<file path="src/rtl/asic_poc_seq.sv">
// asic_poc_seq: power-on-control sequencer for the pad ring (poc, io enable, core reset, sleep/wake, power-loss recovery)
module asic_poc_seq #(
   parameter int SYNC_STAGES   = 2,
   parameter int DEBOUNCE      = 16,
   parameter int POC_CYCLES    = 64,
   parameter int SETTLE_CYCLES = 32
) (
   input  logic clk,
   input  logic rst,
   input  logic pwr_good,
   input  logic sleep_req,
   input  logic pg_lost_clr,
   output logic poc,
   output logic io_en,
   output logic core_rst,
   output logic ready,
   output logic sleep_ack,
   output logic pg_lost
);
   typedef enum logic [2:0] {WAIT_PG, POC_HOLD, IO_SETTLE, RUN, QUIESCE, SLEEP} state_t;
   localparam logic [15:0] DB_T  = 16'(DEBOUNCE - 1);
   localparam logic [15:0] POC_T = 16'(POC_CYCLES - 1);
   localparam logic [15:0] SET_T = 16'(SETTLE_CYCLES - 1);
   state_t state, nxt;
   logic [15:0] cnt, nxt_cnt;
   logic [SYNC_STAGES-1:0] sync_q;
   logic pg_s, lost;
   assign pg_s = sync_q[SYNC_STAGES-1];
   assign lost = (state != WAIT_PG) && !pg_s;
   // (poc, io_en, core_rst, ready, sleep_ack) for a given state
   function automatic logic [4:0] enc(input state_t s);
      return (s == IO_SETTLE || s == QUIESCE) ? 5'b01100 :
             (s == RUN)                        ? 5'b01010 :
             (s == SLEEP)                      ? 5'b10101 : 5'b10100;
   endfunction
   // pwr_good synchronizer chain
   always_ff @(posedge clk)
      sync_q <= rst ? '0 : {sync_q[SYNC_STAGES-2:0], pwr_good};
   // next state and shared counter; power loss overrides everything
   always_comb begin
      nxt     = state;
      nxt_cnt = cnt + 16'd1;
      case (state)
         WAIT_PG: begin
            nxt_cnt = pg_s ? cnt + 16'd1 : '0;
            if (pg_s && cnt == DB_T) begin
               nxt     = POC_HOLD;
               nxt_cnt = '0;
            end
         end
         POC_HOLD:  if (cnt == POC_T) begin nxt = IO_SETTLE; nxt_cnt = '0; end
         IO_SETTLE: if (cnt == SET_T) begin nxt = RUN;       nxt_cnt = '0; end
         RUN: begin
            nxt_cnt = '0;
            if (sleep_req) nxt = QUIESCE;
         end
         QUIESCE:   if (cnt == SET_T) begin nxt = SLEEP;     nxt_cnt = '0; end
         SLEEP: begin
            nxt_cnt = '0;
            if (!sleep_req) nxt = POC_HOLD;
         end
         default: begin
            nxt     = WAIT_PG;
            nxt_cnt = '0;
         end
      endcase
      if (lost) begin
         nxt     = WAIT_PG;
         nxt_cnt = '0;
      end
   end
   // state, counter and outputs registered together so outputs track state with no lag
   always_ff @(posedge clk) begin
      if (rst) begin
         state                                    <= WAIT_PG;
         cnt                                      <= '0;
         {poc, io_en, core_rst, ready, sleep_ack} <= 5'b10100;
         pg_lost                                  <= 1'b0;
      end else begin
         state                                    <= nxt;
         cnt                                      <= nxt_cnt;
         {poc, io_en, core_rst, ready, sleep_ack} <= enc(nxt);
         pg_lost                                  <= lost ? 1'b1 : pg_lost_clr ? 1'b0 : pg_lost;
      end
   end
endmodule

</file>
<file path="config.mk">
export PLATFORM = sky130hd
export DESIGN_NAME = asic_poc_seq
export DESIGN_NICKNAME = d
export VERILOG_FILES = /design/src/rtl/asic_poc_seq.sv
export SDC_FILE = /design/constraint.sdc
export NUM_CORES = 1
export LEC_CHECK = 0
export BUFFER_PORTS_ARGS = -buffer_cell sky130_fd_sc_hd__buf_2
export CAP_MARGIN = 20
export CORE_ASPECT_RATIO = 0.75
export CORE_UTILIZATION = 61
export CTS_CLUSTER_SIZE = 12
export DETAILED_ROUTE_END_ITERATION = 8
export GPL_TIMING_DRIVEN = 0
export PLACE_DENSITY = 0.81
export REMOVE_ABC_BUFFERS = 1
export SYNTH_ARGS = -nofsm -noshare
export SYNTH_HDL_FRONTEND = slang
export SYNTH_SLANG_ARGS = --single-unit
export TNS_END_PERCENT = 5
</file>
<file path="constraint.sdc">
create_clock -name clk -period 3.2 [get_ports clk]
set_input_delay 0.48 -clock clk [delete_from_list [all_inputs] [get_ports clk]]
set_output_delay 0.48 -clock clk [all_outputs]
set_load 0.01 [all_outputs]
</file>
# == Yosys cells after proc, flatten, opt, wreduce, memory -nomap -nowiden ==
# Index checks and enable logic that the tools add are counted.
# word_totals
ff_bits,27
input_bits,5
output_inout_bits,6
# op_classes
add_sub_neg,1
n_eq_ne,12
mux,18
reduce_logical,11
# op_table
operator,count
2-to-1 mux 16 bit,4
one-hot mux 16 bit (3 select lines),1
2-to-1 mux 3 bit,7
one-hot mux 3 bit (6 select lines),1
"adder 16 x 1 -> 16 bit, second input constant",1
"== test 16 x 4 -> 1 bit, second input constant",1
"== test 16 x 5 -> 1 bit, second input constant",1
"== test 16 x 6 -> 1 bit, second input constant",1
"== test 3 x 2 -> 1 bit, second input constant",4
"== test 3 bit, second input constant",4
2-to-1 mux 5 bit,2
OR reduction 2 bit,3
"== test 3 x 1 -> 1 bit, second input constant",1
logical NOT 3 bit,1
2-to-1 mux 1 bit,3
nonzero test 3 bit,1
OR reduction 3 bit,1
logical AND 1 bit,2
nonzero test 2 bit,1
logical NOT 1 bit,1
logical OR 1 bit,1

# == Depth between registers and ports, before layout ==
# Gate-level depths: netlist (run 1).
# depth
depth_word,9
depth_mapped,7
mapped_depth_nobuf,5

# == Worst setup path after synthesis (run 1) ==
# OpenSTA, ideal clock, no wires.
# synth_path
kind,register to register
from,register cnt[6]
to,register core_rst
setup_time_ns,0.120
arrival_time_ns,1.936
slack_ns,1.144
path_stages_with_launch,5
path_buffers,0
path_cell_list,dfxtp_1 -> or4_1 -> or4_1 -> o31a_1 -> a211o_1
# synth_between
elab_chain_cells,8
elab_cells_between_ends,16
classes_between,eq/ne (6); mux (7); reduce/logical (3)
# synth_rtl
element,line_no,rtl
start: declaration,25,"logic [15:0] cnt, nxt_cnt;"
start signal: assignment,81,cnt <= nxt_cnt;
== test 16 x 4 -> 1 bit,46,if (pg_s && cnt == DB_T) begin
logical AND 1 bit,46,
2-to-1 mux 3 bit,46,
one-hot mux 3 bit (6 select lines) *,43,case (state)
2-to-1 mux 3 bit *,67,if (lost) begin
== test 3 x 2 -> 1 bit or == test 3 bit (tied branches),32,return (s == IO_SETTLE || s == QUIESCE) ? 5'b01100 :
logical OR 1 bit,32,
OR reduction 2 bit (no source line),--,
end signal: assignment,82,"{poc, io_en, core_rst, ready, sleep_ack} <= enc(nxt);"
end: declaration,15,"output logic core_rst,"
# Every way passes the cells marked *; elsewhere a longest branch is shown, timed or not.
# A chain may end at the register's enable or synchronous reset.

# == Final worst setup path (run 1) ==
# Same ends and word-level chain as after synthesis.

==> results of run 1 <==
-- cell usage after synthesis, types with 2 or more instances --
| cell type | instances |
|---|---|
| inv_1 | 2 |
| nand4_1 | 4 |
| a211o_1 | 2 |
| and2_1 | 2 |
| a311oi_1 | 5 |
| xor2_1 | 10 |
| nor2_1 | 12 |
| a21oi_1 | 4 |
| clkbuf_1 | 8 |
| or4_1 | 5 |
| xnor2_1 | 2 |
| or2_2 | 2 |
| o32ai_1 | 2 |
| dfxtp_1 | 27 |
| nand2_1 | 11 |
| o21ai_0 | 2 |
| nor4_1 | 2 |
| nand4b_1 | 2 |
| nor2b_1 | 4 |
| nand2b_1 | 2 |
| nand3_1 | 5 |
-- layout by cell type, fill, tap and decap left out, types with 2 or more instances in the layout --
cell and count:
o21ai_0 2, clkbuf_4 3, or2_2 2, xor2_1 10, nor4_1 2, o32ai_1 2
xnor2_1 2, and2_1 2, nor2_1 12, buf_2 10, inv_1 2, nand3_1 5
nand2_1 11, dfxtp_1 27, or4_1 5, a211o_1 2, a311oi_1 5, nor2b_1 4
nand4_1 4, nand4b_1 2, a21oi_1 4, nand2b_1 2
-- routing by layer --
layer / part of all wire / up-vias
met2: 0.48 / 45
met5: 0 / -
li1: - / 515
met1: 0.44 / 498
met4: 0.013 / 0
met3: 0.070 / 6
-- flip-flops by register name, indices dropped and copies added, names as in the netlist --
signal and count:
ready 1, core_rst 1, io_en 1, poc 1, sleep_ack 1, state 3, sync_q 2, cnt 16
pg_lost 1
-- final cells by class --
class | count | share of cell area
Timing Repair Buffer | 10 | 0.0378
Tap cell | 22 | 0.0208
Inverter | 2 | 0.00567
Multi-Input combinational cell | 101 | 0.508
Sequential cell | 27 | 0.408
Clock buffer | 4 | 0.0198
-- metrics by stage --
step | instances | utilization
2_1_floorplan | 130 | -
3_3_place_gp | 162 | 0.706
3_5_place_dp | 162 | 0.706
4_1_cts | 166 | 0.720
5_1_grt | 166 | 0.720
6_report | 166 | 0.720
-- logic make-up (layout without fill, tap and decap cells) --
logic type	after synthesis	after routing	share of synthesized area
XOR/XNOR	12	12	0.0835
buffers and inverters	12	16	0.0368
adder cells (fa/ha/maj)	2	2	0.0179
AO/OA/AOI/OAI	27	27	0.163
AND/OR/NAND/NOR	60	60	0.269
flip-flops	27	27	0.429
-- report_power, final --
group	total [mW]	leakage [nW]	switching, mW	internal (mW)
registers	0.339	0.218	0.00104	0.338
logic	0.00967	0.217	0.00561	0.00406
clock network	0.149	0.0150	0.101	0.0490
-- final timing paths --
check | startpoint | to | slack (ns)
max | cnt[6] | core_rst | 0.94
min | pwr_good | sync_q[0] | 0.35
max reg2reg | cnt[6] | core_rst | 0.94
min reg2reg | cnt[0] | cnt[0] | 0.46
==> impl_metrics.tcl, run 1 <==
set metrics [dict create \
    die_area_sq_mm 0.00225 \
    post-cts-setup-buffers 0 \
    grt_max_degree 16 \
    portBuffers 10 \
    cts_tree "done" \
    design_area_sq_mm 0.00132 \
    drt_iter0_markers 30 \
    status "finished, final reports clean" \
    grt_pass1_vias 918 \
    setup_viol 0 \
    clock-skew-final_ns 0.00694 \
    p_leak_nw 0.450 \
    place_ws_ns 0.965 \
    worstPathBufferInverterCount 0 \
    use_met3 0.0870 \
    fin_crit_ns 2.26 \
    hold_viol_final 0 \
    pin_count 11 \
    tightest_slew_ns 0.745 \
    peakVddDrop_mv 0.335 \
    worstRegToRegCells 4 \
    critPathCaptureType "flop" \
    synthFlopType "dfxtp_1" \
    ys_warn_count 0 \
    use_met1 0.327 \
    antenna_found_initial 0 \
    netlist.area_leader.share 0.429 \
    grt_usage 0.271 \
    postRouteAntennaNets 0 \
    finalNetCount 151 \
    yosys.cell_types.count 46 \
    hold_slack_ns 0.352 \
    die_height_um 41.3 \
    gp_congestion 0.816 \
    crit_arrival_ns 2.49 \
    seq_area_frac_synth 0.429 \
    htree_num_levels 1 \
    power_mw 0.498 \
    setup_tns_ns 0 \
    rows 13 \
    cp-start-kind "flop" \
    vias_per_cell 6.41 \
    max_stage_delay_ns 0.56 \
    drive_above_1_share 0.132 \
    syn_inst 140 \
    fin_ws_ns 0.940 \
    cts_sinks 27 \
    cts_resized 0 \
    place_hpwl_mm 1.86 \
    crit_slowest_cell "or4_1" \
    crit_chain "or4_1, nor4_1, o32ai_1, a211o_1" \
    async_flop_share 0 \
    synth.ff_latch_count 27 \
    synth_enable_flop_cells 0 \
    postCtsHoldBufs 0 \
    synth_top_cell_by_area "dfxtp_1" \
    wire_per_inst_um 15.8 \
    cts_inserted_buffers 3 \
    antennaDiodeCount 0 \
    top_usage_layer "met2" \
    path_clk_slew_ns 0.14 \
    drc 0 \
    clk_latency_ns 0.33 \
    grt_pass1_wl_mm 4.11 \
    syn_area_sq_mm 0.00126 \
    die_x_um 54.5 \
    regArea_sq_um 541 \
    wl_mm 2.63 \
    required_ns 3.43 \
    area_delta_synth_final_pct 5.17 \
    slew_viol_final 0 \
    core-area_sq_mm 0.00184 \
    grt_setup_unrepaired "false" \
    ys_top_cells_by_area "dfxtp_1 43%, xor2_1 7.0%, nor2_1 3.6%, a311oi_1 3.5%, nand2_1 3.3%" \
    n_fill_cell 149 \
    max_cap_viol_count 0 \
    overflow 0 \
    start_util 0.685 \
    place_area_sq_mm 0.00130 \
    use_met2 0.470 \
    hold_path_depth 2 \
    postSynthAreaPerCell_sq_um 8.99 \
    worst_slew_margin_rel 0.502 \
    cp_max_fo 6 \
    fmax_mhz 442 \
    worst-path-stages 4 \
    cts_root_buf "clkbuf_4" \
    cp_top_family "simple AND/OR/NAND/NOR gates" \
    fin_crit_sh 0.706 \
    vias 1064 \
    dr.pass1.iters 4 \
    worstSetupPathType "flop to flop" \
    multi_input_area_sq_um 672 \
    holdCritPathClass "input port to flop" \
    cts.path.max_buffers 2 \
    cellPowerDensity_mw_per_mm2 376 \
]
Power figures use the tool's default switching activity.
==> run 2: changes to the inputs <==
--- a/config.mk
+++ b/config.mk
@@ -5,14 +5,15 @@
 export SDC_FILE = /design/constraint.sdc
 export NUM_CORES = 1
 export LEC_CHECK = 0
+export ABC_AREA = 1
 export BUFFER_PORTS_ARGS = -buffer_cell sky130_fd_sc_hd__buf_2
 export CAP_MARGIN = 20
 export CORE_ASPECT_RATIO = 0.75
-export CORE_UTILIZATION = 61
+export CORE_UTILIZATION = 52
 export CTS_CLUSTER_SIZE = 12
 export DETAILED_ROUTE_END_ITERATION = 8
 export GPL_TIMING_DRIVEN = 0
-export PLACE_DENSITY = 0.81
+export PLACE_DENSITY = 0.74
 export REMOVE_ABC_BUFFERS = 1
 export SYNTH_ARGS = -nofsm -noshare
 export SYNTH_HDL_FRONTEND = slang
==> constraint.sdc (replaced) <==
create_clock -name clk -period 1.8 [get_ports clk]
set_input_delay 0.27 -clock clk [delete_from_list [all_inputs] [get_ports clk]]
set_output_delay 0.27 -clock clk [all_outputs]
set_load 0.01 [all_outputs]
==> run 2 against run 1 <==
Against the previous run: via count grew 0.28%; maximum frequency grew 37%; sequential share of layout area shrank 3.0 points; core utilization shrank 10 points; clock power grew 89%; global-route usage shrank 8.2 points; synthesized area grew 3.6%; clock-buffer cell count shrank 1; total power grew 82%; register-to-register slack lost 0.79 ns; flip-flop and latch count is the same; largest power group unchanged.
==> impl_metrics.tcl, run 2 <==
set metrics [dict create \
    drt_iter0_markers 28 \
    crit_slowest_cell "dfxtp_2" \
    syn_area_sq_mm 0.00130 \
    place_inst 219 \
    design_area_sq_mm 0.00143 \
    fin_crit_sh 0.918 \
    hold_path_depth 3 \
    crit_arrival_ns 1.91 \
    worstSetupPathType "flop to flop" \
    required_ns 2.05 \
    postSynthAreaPerCell_sq_um 7.41 \
    holdCritPathClass "input port to flop" \
    clock-skew-final_ns 0.0137 \
    use_met2 0.284 \
    cts_sinks 27 \
    cellPowerDensity_mw_per_mm2 633 \
    portBuffers 10 \
    cp-start-kind "flop" \
    ff2ff_setup_slack_ns 0.15 \
    worstRegToRegCells 10 \
    finalNonFillerCells 224 \
    clk_latency_ns 0.34 \
    status "finished, final reports clean" \
    synth_most_common_cell "nand2_1" \
    max_cap_viol_count 0 \
    die_area_sq_mm 0.00271 \
    worst-path-stages 10 \
    vias 1067 \
    worstPathBufferInverterCount 2 \
    synth_enable_flop_cells 0 \
    worst_slew_margin_rel 0.653 \
    syn_inst 176 \
    largest-register "cnt" \
    wire_per_inst_um 10.3 \
    synth_top_cell_by_area "dfxtp_1" \
    synthFlopType "dfxtp_1" \
    die_height_um 45.4 \
    synth.ff_latch_count 27 \
    cp_max_fo 3 \
    pwr-share-comb 0.026 \
    critPathCaptureType "flop" \
    tightest_slew_ns 0.515 \
    cts_root_buf "clkbuf_4" \
    cts_inserted_buffers 3 \
    max_stage_delay_ns 0.36 \
    area_delta_synth_final_pct 9.98 \
    path_clk_slew_ns 0.16 \
    pwr-share-seq 0.663 \
    p_clk_frac 0.311 \
    crit_chain "ha_1, nand2_2, inv_1, nand2_1, nor2_1, nand2_1, a21boi_1, nor2_1, nor3_2, inv_1" \
    place_area_sq_mm 0.00139 \
    grt_pass1_wl_mm 3.83 \
    p_switching_mw 0.208 \
    dr.pass1.iters 4 \
    drc 0 \
    pin_count 11 \
    grt_max_degree 18 \
    gp_congestion 0.815 \
    grt_pass1_vias 912 \
    slew_viol_final 0 \
    hold_viol_final 0 \
    seq_area_frac_synth 0.415 \
    ys_warn_count 0 \
    cts_tree "done" \
    top_usage_layer "met2" \
    vias_per_cell 4.76 \
    setup_viol 0 \
    antennaDiodeCount 0 \
    netlist.area_leader.share 0.415 \
    grt_usage 0.189 \
    htree_num_levels 1 \
    rr_endpoint "core_rst" \
    switching_share 0.229 \
    fmax_mhz 605 \
    hold_path_startpoint "pwr_good" \
    antenna_found_initial 0 \
    setup_tns_ns 0 \
    place_ws_ns -0.0146 \
    postRouteAntennaNets 0 \
    largest_reg_flops 16 \
    rows 15 \
    fin_crit_ns 1.65 \
    finalNetCount 197 \
    async_flop_share 0 \
    synth_commonest_cells "29 x nand2_1, 27 x dfxtp_1, 26 x nor2_1" \
    ys_top_cells_by_area "dfxtp_1 41%, nand2_1 8.3%, nor2_1 7.5%, inv_1 7.2%, nor2_2 6.2%" \
    postCtsHoldBufs 0 \
    peakVddDrop_mv 0.534 \
    die_x_um 59.8 \
    cts.path.max_buffers 2 \
    min_to "sync_q[0]" \
    intPower_mw 0.700 \
    drive_above_1_share 0.216 \
    top_regs "cnt (16), state (3), sync_q (2)" \
    mostFrequentLayoutCells "28 x nand2_1, 26 x nor2_1, 25 x inv_1, 25 x dfxtp_1" \
    use_met3 0.0516 \
    overflow 0 \
    layout_commonest_cell "nand2_1" \
    wl_mm 2.30 \
    place_hpwl_mm 1.81 \
    use_met1 0.276 \
    fin_ws_ns 0.148 \
    yosys.cell_types.count 28 \
    p_leak_nw 0.624 \
    start_util 0.560 \
    r2r_start "cnt[0]" \
    cp_top_family "simple AND/OR/NAND/NOR gates" \
    core-area_sq_mm 0.00233 \
]
[run 2: cell types whose count changed in the layout (fill, tap and decap cells not counted), moves of 8 or more]
cell / delta
inv_1: +23
nand2_1: +17
nor2_1: +14
nor2_2: +13
nand3_1: +8
[run 2: per-layer routing]
metal / part of all wire / wire (um) / vias up
li1: - / - / 580
met1: 0.53 / 1220 / 465
met2: 0.42 / 958 / 18
met3: 0.045 / 104 / 4
met4: 0.0074 / 17 / 0
met5: 0 / 0 / -
[run 2: worst register-to-register path, stage by stage (launching register included)]
cell and delay [ns]:
dfxtp_2 0.36, ha_1 0.19, nand2_2 0.09, inv_1 0.08, nand2_1 0.10, nor2_1 0.11, nand2_1 0.09, a21boi_1 0.15
nor2_1 0.09, nor3_2 0.25, inv_1 0.06
[run 2: worst max path at each step]
stage | to | slack, ns | start
2_1_floorplan | cnt[11] | 0.24 | cnt[0]
3_3_place_gp | cnt[13] | 0.03 | cnt[0]
3_5_place_dp | cnt[9] | -0.01 | cnt[0]
4_1_cts | core_rst | 0.06 | cnt[0]
5_1_grt | core_rst | -0.003 | cnt[0]
6_report | core_rst | 0.15 | cnt[0]
[run 2: cells by family (layout without fill, tap and decap cells)]
group,Yosys count,in the layout,synth area share
AO/OA/AOI/OAI,14,14,0.0633
adder cells (fa/ha/maj),1,1,0.00960
XOR/XNOR,9,9,0.0605
buffers and inverters,28,42,0.0864
flip-flops,27,27,0.415
AND/OR/NAND/NOR,97,97,0.366
[run 2: area by class of cell]
cell class	instances	area [sq um]
well taps	34	42.5
fillers	222	893
multi-input cells	121	658
clock buffers	3	22.5
flip-flops and latches	27	543
clock inverters	1	8.76
repair buffers	11	57.6
inverters	27	101
[run 2: metrics by stage]
| stage | hold WS (ns) | util | power (mW) |
|---|---|---|---|
| floorplan | 0.339 | - | 0.628 |
| global placement | 0.394 | 0.595 | 0.636 |
| detailed placement | 0.395 | 0.595 | 0.637 |
| CTS | 0.109 | 0.611 | 0.916 |
| global route | 0.122 | 0.616 | 0.932 |
| finish | 0.112 | 0.616 | 0.908 |
[run 2: repair_timing]
| action | in CTS | in global routing |
|---|---|---|
| setup endpoints to repair | 8 | 17 |
| setup buffers | 0 | 1 |
| pin swaps | 0 | 2 |
| gates resized for setup | 1 | 4 |
[run 2: power by group through the flow]
| stage | logic [mW] | clock network, mW | registers [mW] |
|---|---|---|---|
| final | 0.0233 | 0.282 | 0.602 |
| after floorplan | 0.0132 | 0 | 0.615 |
| after global placement | 0.0210 | 0 | 0.615 |
| after detailed placement | 0.0213 | 0 | 0.615 |
| after global routing | 0.0270 | 0.302 | 0.603 |
| after CTS | 0.0225 | 0.291 | 0.602 |
==> run 3: changes to the inputs <==
--- a/config.mk
+++ b/config.mk
@@ -8,12 +8,14 @@
 export ABC_AREA = 1
 export BUFFER_PORTS_ARGS = -buffer_cell sky130_fd_sc_hd__buf_2
 export CAP_MARGIN = 20
+export CELL_PAD_IN_SITES_DETAIL_PLACEMENT = 1
+export CELL_PAD_IN_SITES_GLOBAL_PLACEMENT = 1
 export CORE_ASPECT_RATIO = 0.75
-export CORE_UTILIZATION = 52
+export CORE_UTILIZATION = 38
 export CTS_CLUSTER_SIZE = 12
 export DETAILED_ROUTE_END_ITERATION = 8
 export GPL_TIMING_DRIVEN = 0
-export PLACE_DENSITY = 0.74
+export PLACE_DENSITY = 0.73
 export REMOVE_ABC_BUFFERS = 1
 export SYNTH_ARGS = -nofsm -noshare
 export SYNTH_HDL_FRONTEND = slang
==> run 3 against run 2 <==
Against the previous run: combinational power increased by 26%; critical path type unchanged; first-iteration DRC count increased to 2.7 times the previous value; maximum frequency decreased by 1.7%.
==> impl_metrics.tcl, run 3 (synthesis results as in run 2) <==
set metrics [dict create \
    cts_root_buf "clkbuf_8" \
    die_height_um 52.7 \
    largest-register "cnt" \
    rr_endpoint "cnt[15]" \
    dr.pass1.iters 4 \
    intPower_mw 0.772 \
    mostFrequentLayoutCells "27 x nand2_1, 26 x dfxtp_1, 25 x nor2_1" \
    largest_reg_flops 16 \
    worstRegToRegCells 9 \
    layout_commonest_cell "nand2_1" \
    finalNonFillerCells 230 \
    path_clk_slew_ns 0.10 \
    worst_slew_margin_rel 0.628 \
    drt_iter0_markers 76 \
    cp_max_fo 7 \
    peakVddDrop_mv 0.364 \
    drive_above_1_share 0.237 \
    grt_max_degree 18 \
    status "finished, final reports clean" \
    crit_arrival_ns 1.92 \
    holdCritPathClass "input port to flop" \
    place_area_sq_mm 0.00139 \
    pwr-share-seq 0.599 \
    fin_crit_sh 0.934 \
    postRouteAntennaNets 0 \
    min_to "sync_q[0]" \
    cts.path.max_buffers 2 \
    cts_sinks 27 \
    finish.utilization 0.454 \
    grt_pass1_vias 1120 \
    cellPowerDensity_mw_per_mm2 673 \
    p_leak_nw 0.629 \
    area_delta_synth_final_pct 14.5 \
    die_area_sq_mm 0.00367 \
    vias_per_cell 4.99 \
    hold_path_depth 3 \
    gp_congestion 0.794 \
    place_hpwl_mm 2.38 \
    grt_usage 0.182 \
    worstSetupPathType "flop to flop" \
    antennaDiodeCount 0 \
    drc 0 \
    rows 18 \
    critPathCaptureType "flop" \
    cts_tree "done" \
    fmax_mhz 595 \
    pin_count 11 \
    vias 1148 \
    antenna_found_initial 0 \
    wl_mm 3.13 \
    grt_pass1_wl_mm 5.15 \
    required_ns 2.04 \
    top_regs "cnt (16), state (3), sync_q (2)" \
    setup_viol 0 \
    hold_path_startpoint "pwr_good" \
    max_cap_viol_count 0 \
    design_area_sq_mm 0.00149 \
    grt_setup_unrepaired "false" \
    start_util 0.396 \
    die_x_um 69.6 \
    portBuffers 10 \
    finalNetCount 197 \
    overflow 0 \
    pwr-share-comb 0.029 \
    p_clk_frac 0.372 \
    slew_viol_final 0 \
    cp-start-kind "flop" \
    place_inst 225 \
    cts_inserted_buffers 3 \
    p_switching_mw 0.232 \
    htree_num_levels 1 \
    r2r_start "state[0]" \
    hold_viol_final 0 \
    clock-skew-final_ns 0.00917 \
    tightest_slew_ns 0.553 \
    switching_share 0.231 \
    fin_crit_ns 1.68 \
    core-area_sq_mm 0.00329 \
    wire_per_inst_um 13.6 \
    post-cts-setup-buffers 0 \
    ff2ff_setup_slack_ns 0.12 \
    clk_latency_ns 0.28 \
]
==> run 3: cell count changes in the layout (fill, tap and decap cells not counted), sizes merged <==
cell	delta
buf	-1
nand2	+1
==> run 3: how the worst max path moves through the flow <==
stage / from / endpoint / slack [ns] / cells past startpoint
after floorplan: cnt[0] / cnt[11] / 0.24 / 10
after global placement: cnt[0] / cnt[13] / -0.02 / 10
after detailed placement: cnt[0] / cnt[13] / -0.09 / 10
after CTS: cnt[0] / cnt[9] / 0.008 / 10
after global routing: cnt[3] / cnt[15] / 0.001 / 5
final: state[0] / cnt[15] / 0.12 / 9
==> run 3: power by group through the flow <==
stage               clock network (mW)  logic (mW)  registers (mW)
CTS                              0.384      0.0239           0.601
detailed placement                   0      0.0228           0.615
floorplan                            0      0.0132           0.615
global route                     0.407      0.0324           0.602
finish                           0.373      0.0294           0.601
global placement                     0      0.0217           0.615
==> run 3: through the flow <==
stage               total power [mW]  TNS, ns  worst slack (ns)  hold slack [ns]
detailed placement             0.638   -0.813           -0.0933            0.415
finish                          1.00        0             0.119            0.197
global placement               0.637  -0.0552           -0.0163            0.394
floorplan                      0.628        0             0.243            0.339
global route                    1.04        0           0.00131            0.207
CTS                             1.01        0           0.00841            0.202
==> run 3: layout make-up <==
type,count,area [sq um]
Clock buffer,3,41.3
Clock inverter,1,8.76
Tap cell,40,50.0
Sequential cell,27,542
Timing Repair Buffer,10,50.0
Inverter,27,101
Multi-Input combinational cell,122,699
Fill cell,418,1800
==> run 3: critical path: stages (launching register included) <==
cell	delay, ns
dfxtp_1	0.38
nor2_2	0.11
inv_2	0.06
nor2_2	0.20
inv_2	0.07
nand2_4	0.08
nand2_1	0.07
a21oi_2	0.36
nand2_4	0.19
nor2_4	0.13
==> run 3: repair_timing <==
action | in CTS | in global routing
hold buffers | 0 | 0
setup endpoints to repair | 15 | 19
pin swaps | 0 | 5
hold endpoints to repair | 0 | 0
cloned | 0 | 1
resized for setup | 1 | 10
==> run 3: per-layer routing <==
metal	vias to the layer above	global-route usage	routed length (um)
li1	582	-	-
met1	542	0.236	1590
met2	16	0.309	1420
met3	8	0.0462	87
met4	0	0.0400	31
met5	-	0	0
